===== src/rtl/wb_arbiter_2m.sv =====
// Two-master, one-slave Wishbone arbiter: round-robin grant held for a whole
// bus cycle, with an optional watchdog that ends stalled accesses with err.
module wb_arbiter_2m #(
  parameter int DWIDTH  = 16,
  parameter int AWIDTH  = 8,
  parameter int TIMEOUT = 0,
  parameter int TW      = 8
) (
  input  logic                  clk_i,
  input  logic                  rst_i,
  // master 0
  input  logic                  m0_cyc_i,
  input  logic                  m0_stb_i,
  input  logic                  m0_we_i,
  input  logic [DWIDTH/8-1:0]   m0_sel_i,
  input  logic [AWIDTH-1:0]     m0_adr_i,
  input  logic [DWIDTH-1:0]     m0_dat_i,
  output logic [DWIDTH-1:0]     m0_dat_o,
  output logic                  m0_ack_o,
  output logic                  m0_err_o,
  output logic                  m0_rty_o,
  // master 1
  input  logic                  m1_cyc_i,
  input  logic                  m1_stb_i,
  input  logic                  m1_we_i,
  input  logic [DWIDTH/8-1:0]   m1_sel_i,
  input  logic [AWIDTH-1:0]     m1_adr_i,
  input  logic [DWIDTH-1:0]     m1_dat_i,
  output logic [DWIDTH-1:0]     m1_dat_o,
  output logic                  m1_ack_o,
  output logic                  m1_err_o,
  output logic                  m1_rty_o,
  // slave
  output logic                  s_cyc_o,
  output logic                  s_stb_o,
  output logic                  s_we_o,
  output logic [DWIDTH/8-1:0]   s_sel_o,
  output logic [AWIDTH-1:0]     s_adr_o,
  output logic [DWIDTH-1:0]     s_dat_o,
  input  logic [DWIDTH-1:0]     s_dat_i,
  input  logic                  s_ack_i,
  input  logic                  s_err_i,
  input  logic                  s_rty_i,
  output logic [1:0]            gnt_o
);

  typedef enum logic [1:0] {
    IDLE = 2'd0,
    GNT0 = 2'd1,
    GNT1 = 2'd2
  } state_t;

  state_t state, state_nxt;
  logic   last, last_nxt;   // 1: m0 is preferred on the next tie
  logic   wd_err;

  // Read data is broadcast; only the owner ever sees a termination.
  assign m0_dat_o = s_dat_i;
  assign m1_dat_o = s_dat_i;

  // State register
  always_ff @(posedge clk_i) begin
    // NOTE: sequential state uses non-blocking assignments so every register
    // samples the pre-edge values regardless of statement order.
    if (rst_i) begin
      state <= IDLE;
      last  <= 1'b1;
    end else begin
      state <= state_nxt;
      last  <= last_nxt;
    end
  end

  // Next-state logic
  always_comb begin
    // NOTE: defaults first so no path through the case leaves a variable
    // unassigned, which would otherwise infer a latch.
    state_nxt = state;
    last_nxt  = last;
    unique case (state)
      IDLE: begin
        if (m0_cyc_i && m1_cyc_i) begin
          if (last) begin
            state_nxt = GNT0;
            last_nxt  = 1'b0;
          end else begin
            state_nxt = GNT1;
            last_nxt  = 1'b1;
          end
        end else if (m0_cyc_i) begin
          state_nxt = GNT0;
          last_nxt  = 1'b0;
        end else if (m1_cyc_i) begin
          state_nxt = GNT1;
          last_nxt  = 1'b1;
        end
      end
      GNT0:    if (!m0_cyc_i) state_nxt = IDLE;
      GNT1:    if (!m1_cyc_i) state_nxt = IDLE;
      default: state_nxt = IDLE;
    endcase
  end

  // Output muxing, purely from state and the owner's inputs
  always_comb begin
    s_cyc_o  = 1'b0;
    s_stb_o  = 1'b0;
    s_we_o   = 1'b0;
    s_sel_o  = '0;
    s_adr_o  = '0;
    s_dat_o  = '0;
    m0_ack_o = 1'b0;
    m0_err_o = 1'b0;
    m0_rty_o = 1'b0;
    m1_ack_o = 1'b0;
    m1_err_o = 1'b0;
    m1_rty_o = 1'b0;
    gnt_o    = 2'b00;
    unique case (state)
      GNT0: begin
        s_cyc_o  = m0_cyc_i;
        s_stb_o  = m0_stb_i & ~wd_err;
        s_we_o   = m0_we_i;
        s_sel_o  = m0_sel_i;
        s_adr_o  = m0_adr_i;
        s_dat_o  = m0_dat_i;
        m0_ack_o = s_ack_i;
        m0_err_o = s_err_i | wd_err;
        m0_rty_o = s_rty_i;
        gnt_o    = 2'b01;
      end
      GNT1: begin
        s_cyc_o  = m1_cyc_i;
        s_stb_o  = m1_stb_i & ~wd_err;
        s_we_o   = m1_we_i;
        s_sel_o  = m1_sel_i;
        s_adr_o  = m1_adr_i;
        s_dat_o  = m1_dat_i;
        m1_ack_o = s_ack_i;
        m1_err_o = s_err_i | wd_err;
        m1_rty_o = s_rty_i;
        gnt_o    = 2'b10;
      end
      default: ;
    endcase
  end

  // Watchdog: counts stalled strobe cycles; wd_err masks stb for its one cycle,
  // which also drops the count condition so the counter clears the next clock.
  if (TIMEOUT > 0) begin : g_wdog
    logic [TW-1:0] wdog;
    logic          s_term;
    logic          wd_count;

    assign s_term   = s_ack_i | s_err_i | s_rty_i;
    assign wd_count = s_cyc_o & s_stb_o & ~s_term;
    assign wd_err   = (state != IDLE) && (wdog == TW'(TIMEOUT));

    always_ff @(posedge clk_i) begin
      if (rst_i || (state_nxt != state) || !wd_count) begin
        wdog <= '0;
      end else begin
        wdog <= wdog + TW'(1);
      end
    end
  end else begin : g_no_wdog
    assign wd_err = 1'b0;
  end

  // Structural invariants
  a_gnt_onehot : assert property (@(posedge clk_i) disable iff (rst_i)
    $onehot0(gnt_o));
  a_owner_via_idle : assert property (@(posedge clk_i) disable iff (rst_i)
    (state == GNT0) |=> (state != GNT1));
  a_owner_via_idle1 : assert property (@(posedge clk_i) disable iff (rst_i)
    (state == GNT1) |=> (state != GNT0));

endmodule


===== config.mk =====
export PLATFORM = sky130hd
export DESIGN_NAME = wb_arbiter_2m
export DESIGN_NICKNAME = d
export VERILOG_FILES = /design/src/rtl/wb_arbiter_2m.sv
export SDC_FILE = /design/constraint.sdc
export NUM_CORES = 1
export LEC_CHECK = 0
export ABC_AREA = 1
export BUFFER_PORTS_ARGS = -buffer_cell sky130_fd_sc_hd__buf_2
export CORE_AREA = 2 2 58 60
export DETAILED_ROUTE_END_ITERATION = 10
export DIE_AREA = 0 0 60 62
export PLACE_DENSITY = 0.95
export SYNTH_ARGS = -nofsm -noshare
export SYNTH_HDL_FRONTEND = slang
export SYNTH_SLANG_ARGS = --single-unit

===== constraint.sdc =====
create_clock -name clk_i -period 4 [get_ports clk_i]
set_clock_uncertainty 0.05 [all_clocks]
set_input_delay 0.8 -clock clk_i [delete_from_list [all_inputs] [get_ports clk_i]]
set_output_delay 0.8 -clock clk_i [all_outputs]
set_load 0.01 [all_outputs]

== Word level (Yosys, flattened, before mapping) ==
Cells that the tools add are included.
Word-level totals
  register bits: 3
  input port bits: 79
  output and inout port bits: 69
  logic and storage cells: 36
Cells by class
  eq/ne operators: 5
  multiplexer cells: 24
  reductions and logical operators: 5
Operators with widths (count)
  16-bit case mux with 2 select lines: 1
  8-bit case mux with 2 select lines: 1
  2-bit 2-to-1 mux: 6
  1-bit 2-to-1 mux: 10
  2-bit case mux with 2 select lines: 2
  1-bit case mux with 2 select lines: 3
  2-bit case mux with 3 select lines: 1
  2-bit inequality test (second input constant): 2
  4-bit inequality test (second input constant): 1
  3-bit AND reduction: 1
  3-bit nonzero test: 1
  2-bit by 1-bit == test with 1-bit output (second input constant): 1
  2-bit == test (second input constant): 1
  2-bit zero test: 1
  2-bit AND reduction: 1
  1-bit logical AND: 1

== Longest topological paths before layout ==
Gate-level depths: netlist of the first run.
  depth in word-level cells: 4
  gate-level depth with buffers: 8
  gate-level depth less buffers: 8

== Worst setup path after synthesis of the first run ==
OpenSTA, ideal clock, no wires.
  path kind: register -> output
  start: reg state[0]
  end: out s_adr_o[1]
  data arrival time: 1.258 ns
  data required time: 3.150 ns
  slack: 1.892 ns
  cell stages (with the launch flop): 7
  buffers on the path: 2
  path through: dfxtp_1 -> inv_1 -> ha_1 -> inv_1 -> buf_2 -> buf_2 -> a21oi_1
Between the ends
  cells in the longest elaborated chain, start to end: 2
  elaborated cells between the ends (all ways): 3
  those cells by class: eq/ne: 2; mux: 1
RTL lines
  start, declared: RTL line 53  | state_t state, state_nxt;
  start signal, assigned: RTL line 69  | state <= state_nxt;
  2-bit == test or 2-bit by 1-bit == test with 1-bit output (tied branches): RTL line 119  | unique case (state)
  8-bit case mux with 2 select lines (*): RTL line 119
  end, declared: RTL line 38  | output logic [AWIDTH-1:0] s_adr_o,
Every way passes the cells marked *; elsewhere a longest branch is shown, timed or not.

== Worst setup path in the final report of the first run ==
  start: reg state[0]
  end: out s_dat_o[11]
Between the ends
  cells in the longest elaborated chain, start to end: 2
  elaborated cells between the ends (all ways): 3
  those cells by class: eq/ne: 2; mux: 1
RTL lines
  2-bit == test or 2-bit by 1-bit == test with 1-bit output (tied branches): RTL line 119
  16-bit case mux with 2 select lines (*): RTL line 119
  end, declared: RTL line 39  | output logic [DWIDTH-1:0] s_dat_o,
Marked as above.

==> results.toml, run 1 <==
[setup_path]
slowest_delay_ns = 0.55
worstPathRequired_ns = 3.15
crit_path_end_kind = "output pin"
start_kind = "flop"
worst_path_max_delay_cell = "ha_1"
crit_fanout = 17
worstSetupPathType = "reg -> out"
cp.arrival_ns = 1.96
path_cells = "inv_1, ha_1, buf_4, nand2_1, a21oi_1, buf_2"

[layout]
n_fill_cell = 383
area_growth_pct = 34.2
nNetsFinal = 320
multi_input_area_sq_um = 515
final_cells = 281
seq_area_sq_um = 60.1
postLayoutCellArea_sq_um = 1220
final_core_util = 0.383
drive_gt1_frac = 0.447
n_antenna_cell = 0

[pwr]
p_per_area_nw_per_um2 = 210
sequentialPowerShare = 0.145
ir_worst_vdd_uv = 143
comb_power_share = 0.644
power_mw = 0.256
clockPowerShare = 0.211
internal-power_mw = 0.136
switching_share = 0.469
power_leakage_nw = 0.728
power_switching_mw = 0.120

[floorplanning]
die_h_microns = 62
fp.coreArea_sq_um = 3180
ios = 148
die_area_sq_um = 3720
start_util = 0.286
rows = 21
die_x_microns = 60

[timing]
hold_viol = 0
rsz0062_at_grt = "false"
whs_ns = 0.455
setup_viol = 0
period_minus_slack_ns = 2.81
finalCritPeriodShare = 0.702
setup_ws_ns = 1.19
timing.slew.headroom = 0.434
fin_setup_tns_ns = 0
max_freq_mhz = 356
worst_slew_pin_slew_ns = 0.849
slew_violations = 0

[drt]
viasPerCell = 4.30
ant_nets = 0
via_count = 1207
wire_per_inst_microns = 9.79
drc = 0
drtIter0Drc = 56
drt_first_pass_iters = 4
wl_microns = 2750

[placement]
port-buffer-count = 99
dp_cells = 277
gp_congestion = 0.729
dp_slack_ns = 1.44
dpl_cell_area_sq_um = 1190
dp_hpwl_microns = 2250

[grt]
grt_pass1_wl_microns = 3820
first_global_vias = 878
grt_max_degree = 30
antenna_found_initial = 0
grt_usage = 0.135
grt_overflow = 0

[clock_tree]
cts_setup_buffers = 0
hold_buffers = 0
cts.repair.resized = 0
clkLatencyLatePin_ns = 0.24
cts.sinks = 3
clk_pin_slew_ns = 0.04
cts_tree = "yes"
cts_buffer_depth = 2
cts_made_buffers = 3
cts_root_buf = "clkbuf_4"
htreeDepth = 1

[status]
run_status = "finished clean"

[logic_synthesis]
syn_nets = 255
synth_cells = 171
syn_area_sq_um = 908
syn_avg_cell_area_sq_um = 5.31
yosys.area.top_type_share = 0.293
synth_seq_area_share = 0.0661
yosysUniqueCellTypes = 12
ys_warn_count = 0
ys_seq_elements = 3
synth_area_leaders = "nand2_1 (29%), buf_4 (26%), a21oi_1 (18%)"
synth_top_cell_by_area = "nand2_1"

[hold_path]
hold_path.class = "reg -> reg"

[flow_run]
drv_cap = 0
-- layout by cell type, fill, tap and decap left out --
cell,instances
clkbuf_4,3
ha_1,5
nand3_1,2
nor2_1,3
dfxtp_1,3
inv_2,1
o21ai_0,1
clkbuf_1,1
nand2_1,71
buf_2,99
a21oi_1,32
buf_4,2
inv_1,12
-- power by group through the flow --
stage | Combinational (mW) | Sequential (mW) | Clock (mW)
4_1_cts | 0.166 | 0.0370 | 0.0554
2_1_floorplan | 0.132 | 0.0368 | 0
3_3_place_gp | 0.162 | 0.0370 | 0
5_1_grt | 0.188 | 0.0377 | 0.0601
3_5_place_dp | 0.166 | 0.0375 | 0
6_report | 0.165 | 0.0370 | 0.0541
-- final cells by class --
class,instances,area share
Inverter,13,0.0400
Sequential cell,3,0.0493
Multi-Input combinational cell,114,0.423
Timing Repair Buffer,101,0.419
Tap cell,46,0.0472
Clock buffer,4,0.0216
-- metal layers --
| layer | GRT usage | routed length (microns) |
|---|---|---|
| met2 | 0.227 | 1350 |
| met1 | 0.156 | 1120 |
| met3 | 0.0393 | 232 |
| met4 | 0.0730 | 44 |
| met5 | 0 | 0 |
-- kinds of logic after synthesis --
group	share of synthesized area
compound gates	0.182
fa+ha+maj	0.0689
buf+inv	0.366
flops	0.0661
simple gates	0.317
-- critical path, delay by kind of cell (launching register included) --
kind / cells / cell delay, ns
and+or+nand+nor: 1 / 0.08
buffers and inverters: 3 / 0.61
AOI/OAI and AO/OA: 1 / 0.15
DFF: 1 / 0.33
adders and majority gates: 1 / 0.55
-- cell usage after synthesis (all sizes together) --
master  instances
clkbuf          1
nand3           2
nand2          71
nor2            3
inv            13
a21oi          32
ha              5
dfxtp           3
buf            40
o21ai           1
-- worst paths after layout --
path,start,endpoint,slack (ns),cells past startpoint
max reg2reg,state[1],state[1],2.22,9
min,state[1],state[1],0.46,2
max,state[0],s_dat_o[11],1.19,6
min reg2reg,state[1],state[1],0.46,2
-- sequential cells by signal (all words and copies together) (netlist names) --
name / cells
last: 1
state: 2
Power figures use the tool's default switching activity.
==> run 2: changes to the inputs <==
--- a/config.mk
+++ b/config.mk
@@ -7,10 +7,10 @@
 export LEC_CHECK = 0
 export ABC_AREA = 1
 export BUFFER_PORTS_ARGS = -buffer_cell sky130_fd_sc_hd__buf_2
-export CORE_AREA = 2 2 58 60
+export CORE_AREA = 2 2 60 62
 export DETAILED_ROUTE_END_ITERATION = 10
-export DIE_AREA = 0 0 60 62
-export PLACE_DENSITY = 0.95
+export DIE_AREA = 0 0 62 64
+export PLACE_DENSITY = 0.9
 export SYNTH_ARGS = -nofsm -noshare
 export SYNTH_HDL_FRONTEND = slang
 export SYNTH_SLANG_ARGS = --single-unit
==> constraint.sdc (replaced) <==
create_clock -name clk_i -period 2.6 [get_ports clk_i]
set_clock_uncertainty 0.05 [all_clocks]
set_input_delay 0.52 -clock clk_i [delete_from_list [all_inputs] [get_ports clk_i]]
set_output_delay 0.52 -clock clk_i [all_outputs]
set_load 0.01 [all_outputs]
==> run 2 against run 1 <==
Via count increased by 1.7%. Non-clock buffer count grew 2. Largest cell class is now buffers. Total power increased by 57%. Wire length rose by 2.1%. Sequential share of layout area shrank 0.075 points. Setup slack worse by 1.1 ns.
==> results.toml, run 2 (same netlist as run 1, synthesis figures left out) <==
[status]
run_status = "finished clean"

[layout]
drive_gt1_frac = 0.456
n_antenna_cell = 0
nNetsFinal = 322
final_core_util = 0.377
area_growth_pct = 36.2
largest_reg_flops = 2
n_fill_cell = 380
final_cells = 283
regMostFlops = "state"
layout_commonest_cell = "buf_2"
mostFrequentLayoutCells = "buf_2 (99), nand2_1 (71), a21oi_1 (32)"
largest_registers = "state x2, last x1"

[flow_run]
drv_cap = 0

[pwr]
power_mw = 0.403
power_leakage_nw = 0.736
ir_worst_vdd_uv = 243
p_per_area_nw_per_um2 = 325

[setup_path]
worst_path_max_delay_cell = "clkinvlp_4"
critPathBufInv = 3
slowest_delay_ns = 0.41
start_kind = "flop"
crit_fanout = 29
cp.arrival_ns = 1.95
worstPathRequired_ns = 2.03
path_cells = "inv_1, ha_1, clkinvlp_4, a21oi_1, buf_2"
worstSetupPathType = "reg -> out"
cp_top_family = "buffers and inverters"
crit_path_end_kind = "output pin"

[clock_tree]
clk_pin_slew_ns = 0.04
clkLatencyLatePin_ns = 0.24
cts_made_buffers = 3
htreeDepth = 1
cts_buffer_depth = 2
cts.sinks = 3
cts_root_buf = "clkbuf_4"
hold_buffers = 0
cts_tree = "yes"

[timing]
period_minus_slack_ns = 2.52
finalCritPeriodShare = 0.970
rsz0062_at_grt = "true"
timing.slew.headroom = 0.687
worst_slew_pin_slew_ns = 0.468
max_freq_mhz = 396
hold_viol = 0
slew_violations = 0
setup_viol = 0

[grt]
grt_overflow = 0
grt_pass1_wl_microns = 4340
grt_usage = 0.137
antenna_found_initial = 0
first_global_vias = 1123
grt_max_degree = 30

[drt]
via_count = 1227
wire_per_inst_microns = 9.92
drtIter0Drc = 35
viasPerCell = 4.34
wl_microns = 2810
drc = 0
drt_first_pass_iters = 4
ant_nets = 0

[placement]
dp_hpwl_microns = 2290
dp_cells = 279
port-buffer-count = 99
gp_congestion = 0.713

[floorplanning]
start_util = 0.277
die_area_sq_um = 3970
die_h_microns = 64
fp.coreArea_sq_um = 3280
ios = 148
die_x_microns = 62
rows = 21

[hold_path]
hold_path.class = "in -> reg"
-- run 2: worst paths after layout --
path | from | endpoint | slack [ns] | depth (start not counted)
max reg2reg | state[0] | state[0] | 1.18 | 9
min reg2reg | state[1] | state[1] | 0.45 | 2
min | rst_i | state[1] | 0.42 | 2
max | state[0] | s_dat_o[0] | 0.08 | 5
-- run 2: through the flow --
step / setup WS [ns] / cell area [sq um] / hold slack (ns) / TNS (ns)
finish: 0.0777 / 1240 / 0.416 / 0
floorplan: 0.772 / 908 / 0.416 / 0
global placement: 0.372 / 1210 / 0.441 / 0
global route: -0.0921 / 1240 / 0.411 / -0.678
CTS: 0.0584 / 1230 / 0.408 / 0
detailed placement: 0.322 / 1210 / 0.446 / 0
-- run 2: what timing repair did --
action,CTS,global route
gates resized for setup,0,1
endpoints found under the setup margin,0,29
setup buffers,0,0
-- run 2: cell type report --
| type | instances | area [sq um] | area share |
|---|---|---|---|
| clock buffer | 4 | 26.3 | 0.0212 |
| inverter | 13 | 52.6 | 0.0425 |
| multi-input combinational | 114 | 515 | 0.417 |
| sequential | 3 | 60.1 | 0.0485 |
| tap | 46 | 57.6 | 0.0465 |
| timing repair buffer | 103 | 526 | 0.425 |
-- run 2: where the power goes --
| group | total, mW | internal [mW] | switching [mW] |
|---|---|---|---|
| Sequential | 0.0569 | 0.0524 | 0.00447 |
| Clock | 0.0855 | 0.0577 | 0.0277 |
| Combinational | 0.260 | 0.104 | 0.156 |
| Total | 0.403 | 0.214 | 0.189 |
-- run 2: per-layer routing --
| metal | share of wire | global-route usage |
|---|---|---|
| met5 | 0 | 0 |
| met4 | 0.020 | 0.0665 |
| met3 | 0.075 | 0.0263 |
| met2 | 0.52 | 0.251 |
| met1 | 0.39 | 0.140 |
